===== src/rtl/bram_bit_serializer_ctrl.sv =====
// rtl/bram_bit_serializer_ctrl.sv - word-in / bit-out FIFO controller around an external dual-port block RAM
// Port B writes whole 16-bit words; port A reads them back one bit per handshake.
module bram_bit_serializer_ctrl #(
  parameter int AW        = 10,
  parameter bit MSB_FIRST = 1'b0,
  parameter bit PARITY_EN = 1'b1
) (
  input  logic          CLK,
  input  logic          RST_N,
  input  logic          FLUSH,
  input  logic [15:0]   WR_DATA,
  input  logic          WR_VALID,
  output logic          WR_READY,
  output logic          SO_BIT,
  output logic          SO_VALID,
  input  logic          SO_READY,
  output logic          SO_LAST,
  output logic [AW:0]   LEVEL,
  output logic [13:0]   ADDRA,
  output logic          ENA,
  output logic          WEA,
  output logic          SSRA,
  input  logic          DOA,
  output logic [9:0]    ADDRB,
  output logic [15:0]   DIB,
  output logic [1:0]    DIPB,
  output logic          ENB,
  output logic          WEB,
  output logic          SSRB
);

  localparam logic [AW:0] FULL = {1'b1, {AW{1'b0}}};

  logic [AW-1:0] wptr;
  logic [AW+3:0] rptr;
  logic [AW:0]   cnt;
  logic          so_valid_q;
  logic          so_last_q;
  logic          wr_acc;
  logic          issue;
  logic          issue_last;
  logic [3:0]    bit_idx;
  logic [3:0]    bit_sel;

  assign bit_idx    = rptr[3:0];
  assign bit_sel    = MSB_FIRST ? (4'd15 - bit_idx) : bit_idx;

  // Only registered occupancy feeds WR_READY, so SO_READY never reaches it.
  assign WR_READY   = RST_N && (cnt < FULL) && !FLUSH;
  assign wr_acc     = WR_VALID && WR_READY;

  // A held bit keeps ENA low so the RAM output register stays put.
  assign issue      = (cnt != '0) && (!so_valid_q || SO_READY) && !FLUSH;
  assign issue_last = issue && (bit_idx == 4'd15);

  assign ENA   = issue;
  assign ADDRA = 14'({rptr[AW+3:4], bit_sel});
  assign WEA   = 1'b0;
  assign SSRA  = 1'b0;

  assign ENB   = wr_acc;
  assign WEB   = wr_acc;
  assign ADDRB = 10'(wptr);
  assign DIB   = WR_DATA;
  assign DIPB  = PARITY_EN ? {~^WR_DATA[15:8], ~^WR_DATA[7:0]} : 2'b00;
  assign SSRB  = 1'b0;

  assign SO_BIT   = DOA;
  assign SO_VALID = so_valid_q;
  assign SO_LAST  = so_last_q;
  assign LEVEL    = cnt;

  always_ff @(posedge CLK or negedge RST_N) begin
    if (!RST_N) begin
      wptr       <= '0;
      rptr       <= '0;
      cnt        <= '0;
      so_valid_q <= 1'b0;
      so_last_q  <= 1'b0;
    end else if (FLUSH) begin
      wptr       <= '0;
      rptr       <= '0;
      cnt        <= '0;
      so_valid_q <= 1'b0;
      so_last_q  <= 1'b0;
    end else begin
      if (wr_acc)
        wptr <= wptr + 1'b1;
      if (issue)
        rptr <= rptr + 1'b1;
      // A word is freed when its last bit is issued, not when it is consumed.
      if (wr_acc && !issue_last)
        cnt <= cnt + 1'b1;
      else if (!wr_acc && issue_last)
        cnt <= cnt - 1'b1;
      if (issue) begin
        so_valid_q <= 1'b1;
        so_last_q  <= issue_last;
      end else if (SO_READY) begin
        so_valid_q <= 1'b0;
        so_last_q  <= 1'b0;
      end
    end
  end

endmodule

===== config.mk =====
export PLATFORM = sky130hd
export DESIGN_NAME = bram_bit_serializer_ctrl
export DESIGN_NICKNAME = d
export VERILOG_FILES = /design/src/rtl/bram_bit_serializer_ctrl.sv
export SDC_FILE = /design/constraint.sdc
export NUM_CORES = 1
export LEC_CHECK = 0
export CORE_MARGIN = 2
export CORE_UTILIZATION = 50
export CTS_CLUSTER_DIAMETER = 120
export DETAILED_ROUTE_END_ITERATION = 8
export PLACE_DENSITY = 0.95
export SYNTH_ARGS = -nofsm -noshare
export SYNTH_HDL_FRONTEND = slang
export SYNTH_SLANG_ARGS = --single-unit

===== constraint.sdc =====
create_clock -name CLK -period 4.9 [get_ports CLK]
set_input_delay 0.49 -clock CLK [delete_from_list [all_inputs] [get_ports CLK]]
set_output_delay 0.49 -clock CLK [all_outputs]
set_load 0.02 [all_outputs]

Word-level counts from Yosys, hierarchy flattened
Cells that the tools add are included.
{"block": "word_totals", "output_inout_bits": 63, "regBits": 37}
{"block": "op_classes", "n_reduce_logical": 20, "addsub": 4, "eq_ne": 1, "n_mux": 12, "n_lt_le_gt_ge": 1}
{"op": "2-to-1 mux 11 bit", "count": 3}
{"op": "2-to-1 mux 14 bit", "count": 2}
{"op": "2-to-1 mux 10 bit", "count": 2}
{"op": "XNOR reduction 8 bit", "count": 2}
{"op": "adder 14 x 1 -> 14 bit, second input constant", "count": 1}
{"op": "adder 11 x 1 -> 11 bit, second input constant", "count": 1}
{"op": "< comparator 11 bit, second input constant", "count": 1}
{"op": "nonzero test 11 bit", "count": 1}
{"op": "subtractor 11 x 1 -> 11 bit, second input constant", "count": 1}
{"op": "adder 10 x 1 -> 10 bit, second input constant", "count": 1}
{"op": "logical AND 1 bit", "count": 8}
{"op": "nonzero test 3 bit", "count": 2}
{"op": "2-to-1 mux 1 bit", "count": 5}
{"op": "== test 4 bit, second input constant", "count": 1}
{"op": "logical NOT 1 bit", "count": 4}
{"op": "nonzero test 2 bit", "count": 2}
{"op": "logical OR 1 bit", "count": 1}

Longest topological paths before layout
{"block": "logic_depth", "word_depth": 9, "depth_mapped": 11, "ltp_nobuf": 11}

Worst setup path before layout
OpenSTA, ideal clock, no wires.
{"block": "synth_path", "path_type": "register to register", "startpoint": "reg cnt[10] (netlist: LEVEL[10])", "endpoint": "reg cnt[10] (netlist: LEVEL[10])", "arrival_time_ps": 3336, "setup_ps": 82, "path_buffers": 0, "path_slack_ps": 1482, "period_less_slack_ps": 3418, "stages_incl_launch_ff": 11, "required_ps": 4818, "cell_sequence": "dfrtp_1 nor4_1 nand3_1 nand2_1 nand2_1 fa_1 a21o_1 a221oi_1 nor2_1 or4_1 a31oi_1"}
{"block": "synth_via", "elab_chain_len": 8, "word_cells_on_any_way": 18, "cone_classes": "add/sub: 2; order compare: 1; mux: 3; reduce/logical: 12"}
{"item": "start: declaration", "line": "36", "source": "logic [AW:0] cnt;"}
{"item": "start signal: assignment", "line": "93", "source": "cnt <= cnt + 1'b1;"}
{"item": "start signal: assignment", "line": "95", "source": "cnt <= cnt - 1'b1;"}
{"item": "parallel branches: the longest is 8 deep, another holds < comparator 11 bit"}
Several ways; the timed one is not identified. The select of a mux whose other input is x is not followed.
A chain may end at the register's enable or synchronous reset.

Worst setup path in the final report
Same ends and word-level chain as after synthesis.

==> key figures <==
Detailed routing
  – DRT iter0 DRCs: 144
  – Final ANT Viol Nets: 0
  – DRC: 0
  – Via density per instance: between 5 and 6
  – Vias: between 2000 and 2500
  – Drt pass-1 iters: 4
  – DR WL/cell: 15.0 um
  – Routed wire length: between 5000 and 6000 um

Pwr
  – Leak pwr: around 1.3 nW
  – PwrDens: 373 nW/um2
  – Maximum vdd ir drop: between 0.0002 and 0.00025 V

Global routing
  – First-pass GRT wire length: about 9400 um
  – Initial antenna violation count: 0
  – Vias in the first global route: approximately 2100
  – Total GRT Usage: ~22%
  – Total grt overflow: 0
  – Largest net degree at the start of global routing: 41

Timing
  – Worst Clk Skew: 0.00644 ns
  – Total negative slack: 0 ns
  – Clock period minus worst slack: 4.04 ns
  – Slew Limit Headroom: 57.2%
  – Max Freq: 0.248 GHz
  – Final setup fails: 0
  – Fin crit share: between 80% and 90%
  – Pins Over Slew Limit: 0
  – RSZ-0062 raised after global routing: false
  – Final hold violation count: 0
  – Setup WS post-layout: ~0.86 ns
  – Worst-margin pin slew: roughly 0.64 ns

CTS
  – Root Driver: clkbuf_8
  – Clock slew at reported path FFs: roughly 0.080 ns
  – TritonCTS clock tree: done
  – Cts hold-fix bufs: 0
  – Resized cells post-CTS: 0
  – Maximum clock insertion buffer count: 2
  – TritonCTS Buffers: 5
  – Clock sink count: 37
  – H-tree depth: 2
  – Skew-Pair Late Insertion Delay: 0.29 ns
  – Setup bufs post-CTS: 0

Logic synthesis
  – Dominant synthesized flop cell: dfrtp_1
  – Seq cells post-synth: 37
  – Top cells by area, synth: dfrtp_1 37%, xnor2_1 10%, buf_4 6.9%, ha_1 6.0%, nor2_1 4.9%
  – Post-synthesis cell count: 271
  – Post-synth top area share: ~37%
  – Syn_area_per_cell: approximately 9 um2
  – Synthesized cell area: around 2500 um2
  – Post-synthesis sequential area ratio: a little under two fifths
  – Yosys top cell by area: dfrtp_1
  – EDFF count, synth: 0
  – Post-synth cell types: between 40 and 50
  – Async S/R FF share, synth: 100%
  – Synth warn: 0

Placement
  – Area after DPL: about 3200 um2
  – Placer Congestion: 0.864
  – HPWL Detailed: between 4000 and 5000 um
  – Cell count after placement: around 400
  – Port buffer count: a little under 80
  – Dpl ws: between 1 and 1.5 ns

Job
  – Max Cap Viol: 0

Floorplan
  – Die width: around 75 um
  – Std cell rows: 25
  – Die area: approximately 5600 um2
  – IO Count: 85
  – Initial core utilization: between 50 and 60%
  – Die Y: 74.8 um
  – Core area: around 4800 um2

Worst hold path
  – Hold WC Path Type: input port to asynchronous set/reset pin

Layout
  – Layout cells sized above 1: roughly 4.5%
  – Nets: roughly 370
  – P&R area growth vs syn: 31.0%
  – Non-Filler Instances: 399
  – # diodes: 0
  – Fin util: about 69%
  – Final Cell Area: 3290 um2
  – Number of fill cells: around 350

Setup path
  – Crit start category: flip-flop
  – Setup Crit Path Kind: flip-flop to flip-flop
  – Critical path data arrival time: about 4.3 ns
  – CP Data Required Time: 5.12 ns
  – Critical Path Fanout Max: 11
  – CP Capture Type: flip-flop

Status
  – Outcome: finished clean
[cells by family after synthesis]
group                    synth area share, %
buffers and inverters                   8.43
AND/OR/NAND/NOR                         21.0
AO/OA/AOI/OAI                           11.4
flip-flops                              36.9
other                                  0.149
multiplexers                            2.39
adder cells (fa/ha/maj)                 6.78
XOR/XNOR                                12.9
[layout make-up]
cell class	count	area [um2]	share of cell area, %
sequential	37	926	28.2
multi-input combinational	203	1380	42.0
timing repair buffer	81	801	24.4
clock buffer	6	72.6	2.21
clock inverter	1	8.76	0.267
tap	67	83.8	2.55
inverter	4	15.0	0.457
[power by group]
part / switching (W) / internal, W / leakage, nW / total, W
sequential: 0.0000457 / 0.000338 / 0.509 / 0.000384
clock: 0.000113 / 0.0000986 / 0.0412 / 0.000211
combinational: 0.000357 / 0.000274 / 0.775 / 0.000631
total: 0.000515 / 0.000711 / 1.33 / 0.00123
[stage by stage]
stage / total power (W) / hold slack, ns
floorplan: 0.000824 / 0.194
global placement: 0.000992 / 0.479
finish: 0.00123 / 0.299
global route: 0.00130 / 0.359
CTS: 0.00123 / 0.321
detailed placement: 0.00101 / 0.489
[cells in the mapped netlist, types with 2 or more instances]
cell type  count
or3_1          6
buf_4         23
xor2_1         7
nor2b_1        3
dfrtp_1       37
nor4b_1        2
mux2i_1        6
a21oi_1       15
nand3b_1       2
nor4_1         5
o21ai_0        9
ha_1          12
nand2_1       13
a211oi_1       3
o31ai_1        2
o2111ai_1      2
nand3_1       11
nand4_1        6
nand4b_1       2
xnor2_1       30
inv_1          3
nand2b_1       4
clkbuf_1       5
and3_1         3
nor2_1        33
nor3_1         5
a21o_1         3
[layer usage]
| layer | global-route usage [%] | wire, um | vias up |
|---|---|---|---|
| met5 | 0 | 0 | - |
| met4 | 9.13 | 80 | 0 |
| met3 | 5.49 | 480 | 13 |
| met2 | 37.0 | 2880 | 103 |
| met1 | 27.0 | 2520 | 1072 |
| li1 | - | - | 1058 |
[cells in the final DEF, fill, tap and decap left out, types with 2 or more instances in the layout]
cell	Yosys	routed
clkdlybuf4s50_1	0	78
dfrtp_1	37	37
nor2_1	33	33
xnor2_1	30	30
a21oi_1	15	15
nand2_1	13	13
ha_1	12	12
nand3_1	11	11
o21ai_0	9	9
xor2_1	7	7
nand4_1	6	6
mux2i_1	6	6
or3_1	6	6
nor3_1	5	5
nor4_1	5	5
clkbuf_8	0	5
nand2b_1	4	4
nor2b_1	3	3
a21o_1	3	3
and3_1	3	3
a211oi_1	3	3
inv_1	3	3
conb_1	1	3
nand4b_1	2	2
o31ai_1	2	2
nand3b_1	2	2
nor4b_1	2	2
o2111ai_1	2	2
buf_4	23	2
[critical path: stages (launching register included)]
cell	delay [ns]
dfrtp_1	0.47
nor4_1	0.61
nand3_1	0.29
nand2_1	0.24
nand2_1	0.31
fa_1	0.50
a21o_1	0.22
a221oi_1	0.50
nor2_1	0.17
or4_1	0.49
a31oi_1	0.18
[state kept, by name, summed over array words and instances, names as in the netlist]
name      cells
SO_VALID      1
LEVEL        11
ADDRB        10
ADDRA        14
SO_LAST       1
[path summary, 6_finish.rpt]
kind	start	end	slack, ns	depth (start not counted)
setup / recovery	LEVEL[10]	LEVEL[10]	0.86	10
hold / removal	RST_N	ADDRA[6]	0.30	2
setup reg to reg	LEVEL[10]	LEVEL[10]	0.86	10
hold reg to reg	ADDRB[9]	ADDRB[9]	0.51	1
max in group asynchronous	RST_N	LEVEL[3]	4.26	2
min in group CLK	ADDRB[9]	ADDRB[9]	0.51	1
Note: power is estimated with default switching activity, not from simulation.
